$ cat config.mk
export PLATFORM = sky130hd
export DESIGN_NAME = reg_fetch_block
export DESIGN_NICKNAME = d
export VERILOG_FILES = /design/src/rtl/reg_fetch_block_pkg.sv /design/src/rtl/reg_fetch_block_scoreboard.sv /design/src/rtl/reg_fetch_block.sv
export SDC_FILE = /design/constraint.sdc
export NUM_CORES = 1
export LEC_CHECK = 0
export ABC_AREA = 1
export CELL_PAD_IN_SITES_DETAIL_PLACEMENT = 1
export CELL_PAD_IN_SITES_GLOBAL_PLACEMENT = 2
export CORE_UTILIZATION = 30
export CTS_BUF_LIST = sky130_fd_sc_hd__clkbuf_4 sky130_fd_sc_hd__clkbuf_8
export CTS_CLUSTER_DIAMETER = 60
export DETAILED_ROUTE_END_ITERATION = 8
export PLACE_DENSITY = 0.77
export SYNTH_ARGS = -nofsm -noshare
export SYNTH_HDL_FRONTEND = slang
export SYNTH_SLANG_ARGS = --single-unit
$ cat constraint.sdc
create_clock -name clk -period 1.83 [get_ports clk]
set_input_delay 0.2745 -clock clk [delete_from_list [all_inputs] [get_ports clk]]
set_output_delay 0.2745 -clock clk [all_outputs]
set_load 0.05 [all_outputs]
$ cat src/rtl/reg_fetch_block_pkg.sv
// Shared processor constants used by the register-fetch stage and its scoreboard.
package reg_fetch_block_pkg;

   localparam int unsigned DATA_W = 8;
   localparam int unsigned REG_AW = 3;
   localparam int unsigned NREG   = 8;
   localparam logic [REG_AW-1:0] REG_ZERO = 3'd0;

endpackage

$ cat src/rtl/reg_fetch_block_scoreboard.sv
// Per-register busy tracking for in-flight destination writes, with hazard detection.
module reg_scoreboard #(
   parameter int unsigned NREG = reg_fetch_block_pkg::NREG
) (
   input  logic       clk,
   input  logic       reset,
   input  logic       set_en_i,
   input  logic [2:0] set_addr_i,
   input  logic       clr_en_i,
   input  logic [2:0] clr_addr_i,
   input  logic       chk_valid_i,
   input  logic [2:0] rs_addr_i,
   input  logic [2:0] rt_addr_i,
   input  logic [2:0] rd_addr_i,
   input  logic       rd_write_i,
   output logic       hazard_o
);
   import reg_fetch_block_pkg::*;

   logic [NREG-1:0] busy_q, busy_d;
   logic [NREG-1:0] set_mask, clr_mask, pend;

   always_comb begin
      set_mask = '0;
      clr_mask = '0;
      if (set_en_i && set_addr_i != REG_ZERO) set_mask[set_addr_i] = 1'b1;
      if (clr_en_i) clr_mask[clr_addr_i] = 1'b1;
   end

   // A register being written back this cycle is no longer a hazard;
   // a simultaneous set is OR-ed in after the clear so it wins.
   assign pend   = busy_q & ~clr_mask;
   assign busy_d = pend | set_mask;

   assign hazard_o = chk_valid_i &
                     (pend[rs_addr_i] | pend[rt_addr_i] | (rd_write_i & pend[rd_addr_i]));

   always_ff @(posedge clk) begin
      if (reset) busy_q <= '0;
      else       busy_q <= busy_d;
   end

endmodule

$ cat src/rtl/reg_fetch_block.sv
// Register file with write-back bypass feeding a one-entry operand bundle register.
module reg_fetch_block #(
   parameter int unsigned DATA_W = reg_fetch_block_pkg::DATA_W,
   parameter int unsigned NREG   = reg_fetch_block_pkg::NREG
) (
   input  logic              clk,
   input  logic              reset,
   input  logic              wb_en,
   input  logic [2:0]        wb_addr,
   input  logic [DATA_W-1:0] ans_wb,
   input  logic              id_valid,
   input  logic [2:0]        rs_addr,
   input  logic [2:0]        rt_addr,
   input  logic [2:0]        rd_addr,
   input  logic              rd_write,
   output logic              id_ready,
   input  logic              ex_ready,
   output logic              of_valid,
   output logic [DATA_W-1:0] op_a,
   output logic [DATA_W-1:0] op_b,
   output logic [2:0]        of_rd_addr,
   output logic              of_rd_write
);
   import reg_fetch_block_pkg::*;

   logic [DATA_W-1:0] regs_q [NREG];
   logic [DATA_W-1:0] regs_d [NREG];

   logic              of_valid_q, of_valid_d;
   logic [DATA_W-1:0] op_a_q, op_a_d, op_b_q, op_b_d;
   logic [2:0]        of_rd_addr_q, of_rd_addr_d;
   logic              of_rd_write_q, of_rd_write_d;

   logic              wb_live, hazard, accept;
   logic [DATA_W-1:0] rd_a, rd_b;

   assign wb_live = wb_en && (wb_addr != REG_ZERO);

   assign rd_a = (rs_addr == REG_ZERO)          ? '0     :
                 (wb_live && wb_addr == rs_addr) ? ans_wb : regs_q[rs_addr];
   assign rd_b = (rt_addr == REG_ZERO)          ? '0     :
                 (wb_live && wb_addr == rt_addr) ? ans_wb : regs_q[rt_addr];

   reg_scoreboard #(.NREG(NREG)) u_sb (
      .clk         (clk),
      .reset       (reset),
      .set_en_i    (accept && rd_write),
      .set_addr_i  (rd_addr),
      .clr_en_i    (wb_en),
      .clr_addr_i  (wb_addr),
      .chk_valid_i (id_valid),
      .rs_addr_i   (rs_addr),
      .rt_addr_i   (rt_addr),
      .rd_addr_i   (rd_addr),
      .rd_write_i  (rd_write),
      .hazard_o    (hazard)
   );

   assign id_ready = !reset && (!of_valid_q || ex_ready) && !hazard;
   assign accept   = id_valid && id_ready;

   always_comb begin
      regs_d = regs_q;
      if (wb_live) regs_d[wb_addr] = ans_wb;
   end

   always_comb begin
      of_valid_d    = of_valid_q;
      op_a_d        = op_a_q;
      op_b_d        = op_b_q;
      of_rd_addr_d  = of_rd_addr_q;
      of_rd_write_d = of_rd_write_q;
      if (accept) begin
         of_valid_d    = 1'b1;
         op_a_d        = rd_a;
         op_b_d        = rd_b;
         of_rd_addr_d  = rd_addr;
         of_rd_write_d = rd_write;
      end else if (ex_ready) begin
         of_valid_d = 1'b0;
      end
   end

   always_ff @(posedge clk) begin
      if (reset) begin
         regs_q        <= '{default: '0};
         of_valid_q    <= 1'b0;
         op_a_q        <= '0;
         op_b_q        <= '0;
         of_rd_addr_q  <= '0;
         of_rd_write_q <= 1'b0;
      end else begin
         regs_q        <= regs_d;
         of_valid_q    <= of_valid_d;
         op_a_q        <= op_a_d;
         op_b_q        <= op_b_d;
         of_rd_addr_q  <= of_rd_addr_d;
         of_rd_write_q <= of_rd_write_d;
      end
   end

   assign of_valid    = of_valid_q;
   assign op_a        = op_a_q;
   assign op_b        = op_b_q;
   assign of_rd_addr  = of_rd_addr_q;
   assign of_rd_write = of_rd_write_q;

endmodule

==> results summary <==
The switching share of total power is about 32%. The global-route track usage on met1 is 28.8%. The layout net count came out at approximately 840. The wire length of the first global-routing pass is 30900 microns. The data required time at the worst endpoint came out at about 1.6 ns. At the end of routability-driven placement, the weighted congestion stood at about 0.92. The number of failing setup endpoints in the final timing report came out at 5.

The count of unresolved DRC violations after routing is 0. The final routed wirelength across all metal layers came out at between 20000 and 25000 microns. The signal on the critical path passes through buf_2 > nand2_2 > inv_2 > nand2_2 > nand2_4 > nand2_1 > nand2_1 > inv_1 > nand2_1 > nand2_1 > nand2_2 > nand3_2 > buf_6 > a21oi_4 > buf_12.

The number of antenna diodes in the final layout is 0. The number of cell rows came out at 45. For this run, the top clock speed supported by timing is 511 MHz. After clock tree synthesis, the clock-pin slew on the worst setup and hold paths is 0.09 ns.

The die height came out at ~130 microns. The ratio of cells with drive above 1 in the final layout came out at 26.6%. The most numerous cell type found on the critical path is nand2_1. The remaining max-slew budget at the tightest pin came out at 65.6%.

The pin count of the biggest net entering global routing is 62. The via count of the first global-routing pass is around 5700. The overflow left after global routing is 0. The initial antenna violation count is 0.

The number of hold-slack violations in the final timing report is 0. The setup clock skew after layout came out at 0.0123 ns. The horizontal die dimension is around 130 microns. The area after detailed placement came out at 6060 sq um.

Clock tree synthesis selected as its root buffer the cell clkbuf_8. The global-route met3 utilization is 3.43%. The worst setup path is of the input port to primary output kind. The HPWL after detailed placement came out at 14300 microns. The final routed wire length divided by cell count is 19.4 microns. The share of power burned in the clock network is a little under a third.

The cell count after synthesis came out at 691. The I/O pin total came out at 48. The checks that failed: negative setup slack. The type of origin of the critical path is an input port. The first detailed-routing pass ran for 4 iterations. The transition time of the tightest slew-check pin is 0.518 ns. The final non-filler cell area is just under 7000 sq um.

Setup repair after global routing could not meet its margin everywhere. The final critical delay including setup and external delays is 1.96 ns. The effective utilization at floorplan came out at between 30% and 40%. The total standard cell area after synthesis came out at ~4700 sq um. The floorplan die area came out at 16200 sq um. The analysis attributes to cell leakage a power of 2.83 nW. The total internal power came out at 3.07 mW.

In this design, the largest share of critical-path delay is due to simple AND/OR/NAND/NOR gates. Timing analysis after detailed placement gives a worst setup slack of -0.727 ns. The number of sinks on the clock net is 93.

The number of max-cap violations is 0. The area of the core is 15300 sq um. The number of H-tree levels came out at 3. The detailed router finished its first iteration with 320 violations. The post-synthesis sequential element count came out at 93.

The maximum VDD drop is 0.276 mV. The post-synthesis to final-layout area growth is 43.6%. The number of vias per cell came out at 5.28. The number of warning messages in the yosys log is 0.

Dividing total power by cell area gives a power density of 671 nW/um^2. The maximum single-stage delay on the critical path is 0.15 ns. The overall fraction of global-route tracks in use came out at approximately 25%. Averaged over all synthesized cells, the footprint is 6.80 sq um. The met2 capacity usage during global routing came out at 44.9%. The worst endpoint data arrival time came out at 1.68 ns.

Combinational logic is responsible for ~23% of the overall power. The net switching power of the design is between 1 and 1.5 mW. Once detail routing completed, the nets flagged for antenna violations numbered 0. The buffers plus inverters on the worst setup path is 5. In the final timing run, aggregate negative setup slack is -0.157 ns. The layer flagged by global routing as most heavily used is met2. The final number of max-transition violations came out at 0.

The number of nets handed over by synthesis was about 700. The share of the clock period used by the worst path is 107%. The minimum setup slack in the final design is -0.128 ns.

The count of port buffers added during placement is 47. The clock passes through at most 2 buffers. The later-pin clock latency in the skew report came out at 0.39 ns.

STA classifies the critical path endpoint as a primary output. The slowest stage of the critical path belongs to the cell buf_12. Counting the buffers created by CTS gives 9. The type of the tightest min-delay check is input port to flop. The number of different library cells in the post-synthesis netlist is 31. For this block, the via count after detailed routing is approximately 5400. The highest fanout seen on the critical path is 4. The clock tree from TritonCTS is done.

The flow ran to the end, but the final reports show violations. Sequential cells account for 46.9% of the total power. The share of the yosys chip area belonging to registers is 39.6%.
## logic make-up after synthesis
kind of cell              count (synthesis)  share of synthesized area [%]
xor gates and xnor gates                  2                          0.373
DFF                                      93                           39.6
AOI/OAI and AO/OA                       254                           29.7
and+or+nand+nor                         234                           21.3
buffers and inverters                   108                           8.99
## repair_timing
action                     in CTS  in global routing
gates resized for setup        82                 87
pin swaps                      10                 36
hold endpoints to repair        0                  0
setup endpoints to repair      42                 36
hold buffers                    0                  0
gates cloned                    0                  3
buffers inserted                7                  9
## worst min-delay path, stage by stage
cell and delay [ns]:
buf_2 0.18, nor3_4 0.08, nand3_4 0.08, a21oi_2 0.05
## cell usage after synthesis (all sizes together)
| cell | n | area (sq um) |
|---|---|---|
| nand2 | 110 | 430 |
| nand3 | 32 | 165 |
| xnor2 | 1 | 8.76 |
| o21ai | 106 | 531 |
| dfxtp | 93 | 1860 |
| o2111ai | 20 | 175 |
| o22ai | 3 | 18.8 |
| o21a | 1 | 7.51 |
| inv | 66 | 248 |
| a21oi | 104 | 521 |
| buf | 11 | 58.8 |
| clkbuf | 29 | 109 |
| o211ai | 10 | 75.1 |
| nor3 | 8 | 51.3 |
| nand3b | 3 | 35.0 |
| a31oi | 7 | 43.8 |
| o221ai | 2 | 17.5 |
| xor2 | 1 | 8.76 |
| a22oi | 1 | 7.51 |
| clkinv | 2 | 7.51 |
| nor2 | 81 | 322 |
## power groups by stage
stage               combinational, mW  sequential (mW)  clock [mW]
floorplan                       0.417             2.22           0
global placement                0.907             2.17           0
detailed placement              0.932             2.17           0
CTS                             0.967             2.12        1.42
global route                     1.12             2.13        1.49
finish                           1.04             2.12        1.37
## worst paths after layout
path	start	to	slack [ns]	cells after the start
hold reg to reg	op_b[7]	op_b[7]	0.45	2
setup / recovery	wb_addr[0]	id_ready	-0.13	15
hold / removal	rd_addr[1]	u_sb.busy_q[5]	0.32	4
setup reg to reg	u_sb.busy_q[6]	op_b[5]	0	13
## registers in the layout (all words and copies together) (netlist names)
register / flops
op_b: 8
regs_q: 64
of_rd_write: 1
u_sb.busy_q: 8
op_a: 8
of_valid: 1
of_rd_addr: 3
## metal layers
metal	up-vias	routed length [microns]
met5	-	0
met1	2662	8090
met2	124	10300
li1	2600	-
met3	54	657
met4	0	980
## cell type report
cell class / instances / area [sq um]
tap: 211 / 264
sequential: 93 / 1870
multi-input combinational: 490 / 2750
clock inverter: 3 / 21.3
timing repair buffer: 153 / 1430
clock buffer: 13 / 160
inverter: 68 / 263
fill: 1914 / 8500
## cell usage in the layout, fill, tap and decap left out, drive strengths merged
master	count
o2111ai	20
nor3	8
a21oi	104
a22oi	1
nand3b	3
buf	111
dfxtp	93
nand2	110
xor2	1
clkdlybuf4s50	12
nand3	32
o21a	1
clkinv	4
nor2	81
clkinvlp	1
clkdlybuf4s15	1
o221ai	2
inv	66
xnor2	1
dlymetal6s2s	8
clkbuf	17
dlygate4sd2	17
a31oi	7
o211ai	10
o21ai	106
o22ai	3
## through the flow
stage	total power, mW	util [%]	hold slack (ns)	std cells
2_1_floorplan	2.64	-	0.409	691
3_3_place_gp	3.07	39.7	0.435	999
3_5_place_dp	3.10	39.7	0.443	999
4_1_cts	4.51	41.9	0.324	1022
5_1_grt	4.74	44.3	0.314	1031
6_report	4.53	44.3	0.318	1031
(Power assumes the default switching activity.)
==> RTL edit 1: new RTL, config.mk and constraints unchanged <==
Set the package constant `REG_ZERO` to 3'd1 (it was 3'd0).
--- a/src/rtl/reg_fetch_block_pkg.sv
+++ b/src/rtl/reg_fetch_block_pkg.sv
@@ -6,3 +6,3 @@
    localparam int unsigned NREG   = 8;
-   localparam logic [REG_AW-1:0] REG_ZERO = 3'd0;
+   localparam logic [REG_AW-1:0] REG_ZERO = 3'd1;
 
Function: changed (a bounded check fails within 4 cycles, from zero or initial values and one cycle with reset high).
==> RTL edit 1 against the unedited design <==
  * The flow still finishes with violations (negative setup slack)
  * Die area rose by 2.2%
  * Area after synthesis rose by 2.2%
  * Worst setup slack got worse by 0.0010 ns
  * Sequential cell count did not move
  * Core utilization fell by 0.64 points
  * Routed wire length fell by 1.1%
  * Power rose by 5.9%
  * Cell area fell by 0.35%
  * Critical path type is now reg2out
  * Critical endpoint unchanged
  * Largest power group unchanged
==> RTL edit 1: results (changes against the unedited design) <==
rr_startpoint: "u_sb.busy_q[7]"  # was u_sb.busy_q[6]
ff2ff_setup_slack_ns: -0.12  # was 0 ns
synth_cell_types: 32  # was 31
status: "finished with violations"  # unchanged
dpl.hpwl_microns: 14400  # was 14300 microns
grt_pass1_wl_microns: 30800  # was 30900 microns
final_nets: 851  # was 841
drtIter0Drc: 341  # was 320
setup_viol: 24  # was 5
grt_usage_pct: 24.6  # was 25.1%
synth_nets: 721  # was 717
avgViaCountPerCell: 5.20  # was 5.28
peakVddDrop_uv: 496  # was 276 uV
grt_pass1_vias: 5532  # was 5691
fillers: 1957  # was 1914
p_leak_nw: 2.83  # about the same
violations: "negative setup slack"  # unchanged
synth_commonest_cells: "nor2_1 (113), o21ai_0 (97), nand2_1 (94)"  # was a21oi_1 (104), nand2_1 (103), o21ai_0 (99)
routed_wl_microns: 19800  # was 20000 microns
yosysSeqAreaShare_pct: 38.7  # was 39.6%
synth.top_cells.by_area: "dfxtp_1 (39%), o21ai_0 (10%), nor2_1 (8.8%)"  # was dfxtp_1 (40%), a21oi_1 (11%), o21ai_0 (11%)
reg2reg_to: "op_b[6]"  # was op_b[5]
setup_slack_ns: -0.129  # was -0.128 ns
grt_max_degree: 66  # was 62
avgRoutedWirePerCell_microns: 19.0  # was 19.4 microns
RTL edit 1: cell types whose count changed after synthesis, sizes merged, moves of 6 or more:
| cell | before | now |
|---|---|---|
| a21oi | 104 | 81 |
| a31oi | 7 | 0 |
| nand2 | 110 | 104 |
| nor2 | 81 | 117 |
| o211ai | 10 | 18 |
| o221ai | 2 | 9 |
RTL edit 1: critical path, stage by stage (launching register included):
cell and delay [ns]:
dfxtp_2 0.35, nand2_4 0.08, nor2_1 0.04, nor2_1 0.12, nor2_1 0.07, nor2_2 0.12, nand3_2 0.10, buf_6 0.14
a21oi_4 0.13, buf_12 0.15
RTL edit 1: worst max-delay path by stage:
| stage | startpoint | end | slack, ns | depth (start not counted) |
|---|---|---|---|---|
| 2_1_floorplan | wb_addr[0] | op_b[1] | 0.003 | 16 |
| 3_3_place_gp | wb_en | of_rd_write | -0.65 | 15 |
| 3_5_place_dp | wb_en | op_b[1] | -0.73 | 15 |
| 4_1_cts | u_sb.busy_q[3] | id_ready | -0.16 | 9 |
| 5_1_grt | u_sb.busy_q[7] | op_b[6] | -0.22 | 13 |
| 6_report | u_sb.busy_q[7] | id_ready | -0.13 | 9 |
RTL edit 1: per-layer routing:
metal  vias up  GRT usage [%]  part of all wire (%)
li1       2612              -                     -
met1      2659           34.1                    48
met2       120           39.5                    46
met3        25           3.24                   3.9
met4         0           7.96                   1.7
met5         -              0                     0
RTL edit 1: final cells by class:
type	instances	area, sq um	area share (%)
flip-flops and latches	93	1870	27.7
well taps	211	264	3.92
repair buffers	158	1420	21.1
clock buffers	12	153	2.27
inverters	66	260	3.87
multi-input cells	497	2710	40.3
clock inverters	4	55.1	0.818
RTL edit 1: through the flow:
step	setup slack [ns]	hold slack (ns)	area [sq um]	TNS (ns)	utilization, %
floorplan	0.00309	0.409	4830	0	-
global placement	-0.653	0.428	6110	-17.76	39.6
detailed placement	-0.732	0.439	6110	-21.06	39.6
CTS	-0.158	0.358	6520	-0.158	42.3
global route	-0.224	0.319	6730	-4.75	43.6
finish	-0.129	0.278	6730	-1.63	43.6
RTL edit 1: repair_timing:
action / in CTS / in global routing
pin swaps: 16 / 15
endpoints found under the setup margin: 44 / 32
gates cloned: 0 / 3
gates resized for setup: 85 / 43
endpoints found under the hold margin: 0 / 0
setup buffers: 15 / 5
RTL edit 1: logic make-up after synthesis:
kind of cell,after synthesis
simple gates,257
compound gates,238
buf+inv,105
flops,93
xor+xnor,2
RTL edit 1: power by group:
group	leakage (nW)	internal [W]	switching (W)
logic	1.97	0.000428	0.000678
registers	0.757	0.00209	0.0000482
clock network	0.104	0.000712	0.000839
total	2.83	0.00323	0.00156
==> RTL edit 2: new RTL, same flow settings <==
Without the edit above. `op_a_q` no longer has a reset.
--- a/src/rtl/reg_fetch_block.sv
+++ b/src/rtl/reg_fetch_block.sv
@@ -87,3 +87,2 @@
          of_valid_q    <= 1'b0;
-         op_a_q        <= '0;
          op_b_q        <= '0;
@@ -94,3 +93,2 @@
          of_valid_q    <= of_valid_d;
-         op_a_q        <= op_a_d;
          op_b_q        <= op_b_d;
@@ -99,2 +97,6 @@
       end
+   end
+
+   always_ff @(posedge clk) begin
+      op_a_q <= op_a_d;
    end
Function: differs if reset is asserted again (counterexample within 4 cycles, from zero or initial values and one cycle with reset high); with reset held inactive, the same outputs for 4 cycles.
==> RTL edit 2 against the unedited design <==
  * The flow still finishes with violations (negative setup slack)
  * Global-route usage shrank 0.79 points
  * Routed wire length shrank 7.6%
  * Cell area shrank 5.1%
  * Sequential cell count is the same
  * Via count shrank 5.0%
  * Power grew 3.6%
  * Worst setup slack gained 0.097 ns
  * Area after synthesis shrank 1.6%
  * Register-to-register slack gained 0.19 ns
  * Largest cell class unchanged
==> RTL edit 2: results (changes against the unedited design) <==
status: "finished with violations"  # unchanged
violations: "negative setup slack"  # unchanged
combinationalPowerShare_pct: 20.4  # was 22.9%
met2_usage_pct: 41.4  # was 44.9%
critPathSlowestCell: "a21oi_4"  # was buf_12
cts_max_path_buffers: 2  # unchanged
synth_cell_types: 33  # was 31
setup_slack_ns: -0.0308  # was -0.128 ns
avgRoutedWirePerCell_microns: 19.3  # was 19.4 microns
synth_commonest_cells: "a21oi_1 (101), o21ai_0 (89), dfxtp_1 (85)"  # was a21oi_1 (104), nand2_1 (103), o21ai_0 (99)
gp_congestion: 0.919  # was 0.918
final_cells: 960  # was 1031
vias: 5168  # was 5440
place_inst: 938  # was 999
met1_usage_pct: 31.0  # was 28.8%
synth_cells: 651  # was 691
p_leak_nw: 2.72  # was 2.83 nW
final_nets: 793  # was 841
use_met3_pct: 4.46  # was 3.43%
cp.arrival_ns: 1.59  # was 1.68 ns
setup_viol: 1  # was 5
place_area_sq_mm: 0.00595  # was 0.00606 sq mm
grt_max_degree: 39  # was 62
dp_slack_ns: -0.861  # was -0.727 ns
yosysSeqAreaShare_pct: 42.0  # was 39.6%
crit_fanout: 4  # unchanged
grt_pass1_vias: 5331  # was 5691
dr.pass1.iters: 5  # was 4
synth.top_cells.by_area: "dfxtp_1 (37%), a21oi_1 (11%), o21ai_0 (9.6%)"  # was dfxtp_1 (40%), a21oi_1 (11%), o21ai_0 (11%)
synth_nets: 677  # was 717
tns_ns: -0.0308  # was -0.157 ns
drtIter0Drc: 370  # was 320
dpl.hpwl_microns: 13300  # was 14300 microns
fillers: 1885  # was 1914
drive_gt1_share_pct: 22.0  # was 26.6%
grt_usage_pct: 24.3  # was 25.1%
synth_edf_count: 8  # was 0
antenna_found_initial: 0  # unchanged
utilization_pct: 42.3  # was 44.3%
power.internal_w: 0.00326  # was 0.00307 W
pwr_density_cell_mw_per_mm2: 732  # was 671 mW/mm^2
grt_pass1_wl_microns: 29300  # was 30900 microns
relSlewSlack_pct: 66.1  # was 65.6%
-- RTL edit 2: cell types whose count changed after synthesis, sizes merged, moves of 9 or more --
cell | before | now
a221oi | 0 | 9
nand2 | 110 | 84
o221ai | 2 | 11
nor2 | 81 | 58
o2111ai | 20 | 1
a211oi | 0 | 10
o21ai | 106 | 93
inv | 66 | 75
-- RTL edit 2: layer usage --
metal  wire [microns]  vias up
met5                0        -
met4              350        0
met3              754       28
met2             8880      127
met1             8520     2535
li1                 -     2478
-- RTL edit 2: timing repair --
item / CTS / global route
setup endpoints to repair: 47 / 11
hold endpoints to repair: 0 / 0
gates resized for setup: 103 / 14
setup buffers: 6 / 1
pin swaps: 13 / 8
-- RTL edit 2: layout make-up --
type | instances | share of cell area (%)
clock buffer | 9 | 1.93
clock inverter | 7 | 1.50
inverter | 78 | 4.72
multi-input combinational | 442 | 37.7
sequential | 93 | 30.3
tap | 188 | 3.67
timing repair buffer | 143 | 20.1
-- RTL edit 2: kinds of logic after synthesis --
group,count (synthesis),share of synthesized area (%)
compound gates,251,30.7
simple gates,190,17.4
buf+inv,116,9.76
flops,93,42.0
xor+xnor,1,0.189
-- RTL edit 2: final timing paths --
check,from,endpoint,slack [ns],depth (start not counted)
max reg2reg,u_sb.busy_q[7],u_sb.busy_q[2],0.19,10
min,wb_en,u_sb.busy_q[0],0.28,4
min reg2reg,regs_q[63],regs_q[63],0.43,2
max,wb_addr[2],id_ready,-0.03,12
-- RTL edit 2: worst register-to-register path, delay by kind of cell (launching register included) --
kind / cells / cell delay (ns)
flip-flops: 1 / 0.34
AO/OA/AOI/OAI: 1 / 0.15
AND/OR/NAND/NOR: 8 / 0.79
buffers and inverters: 1 / 0.29
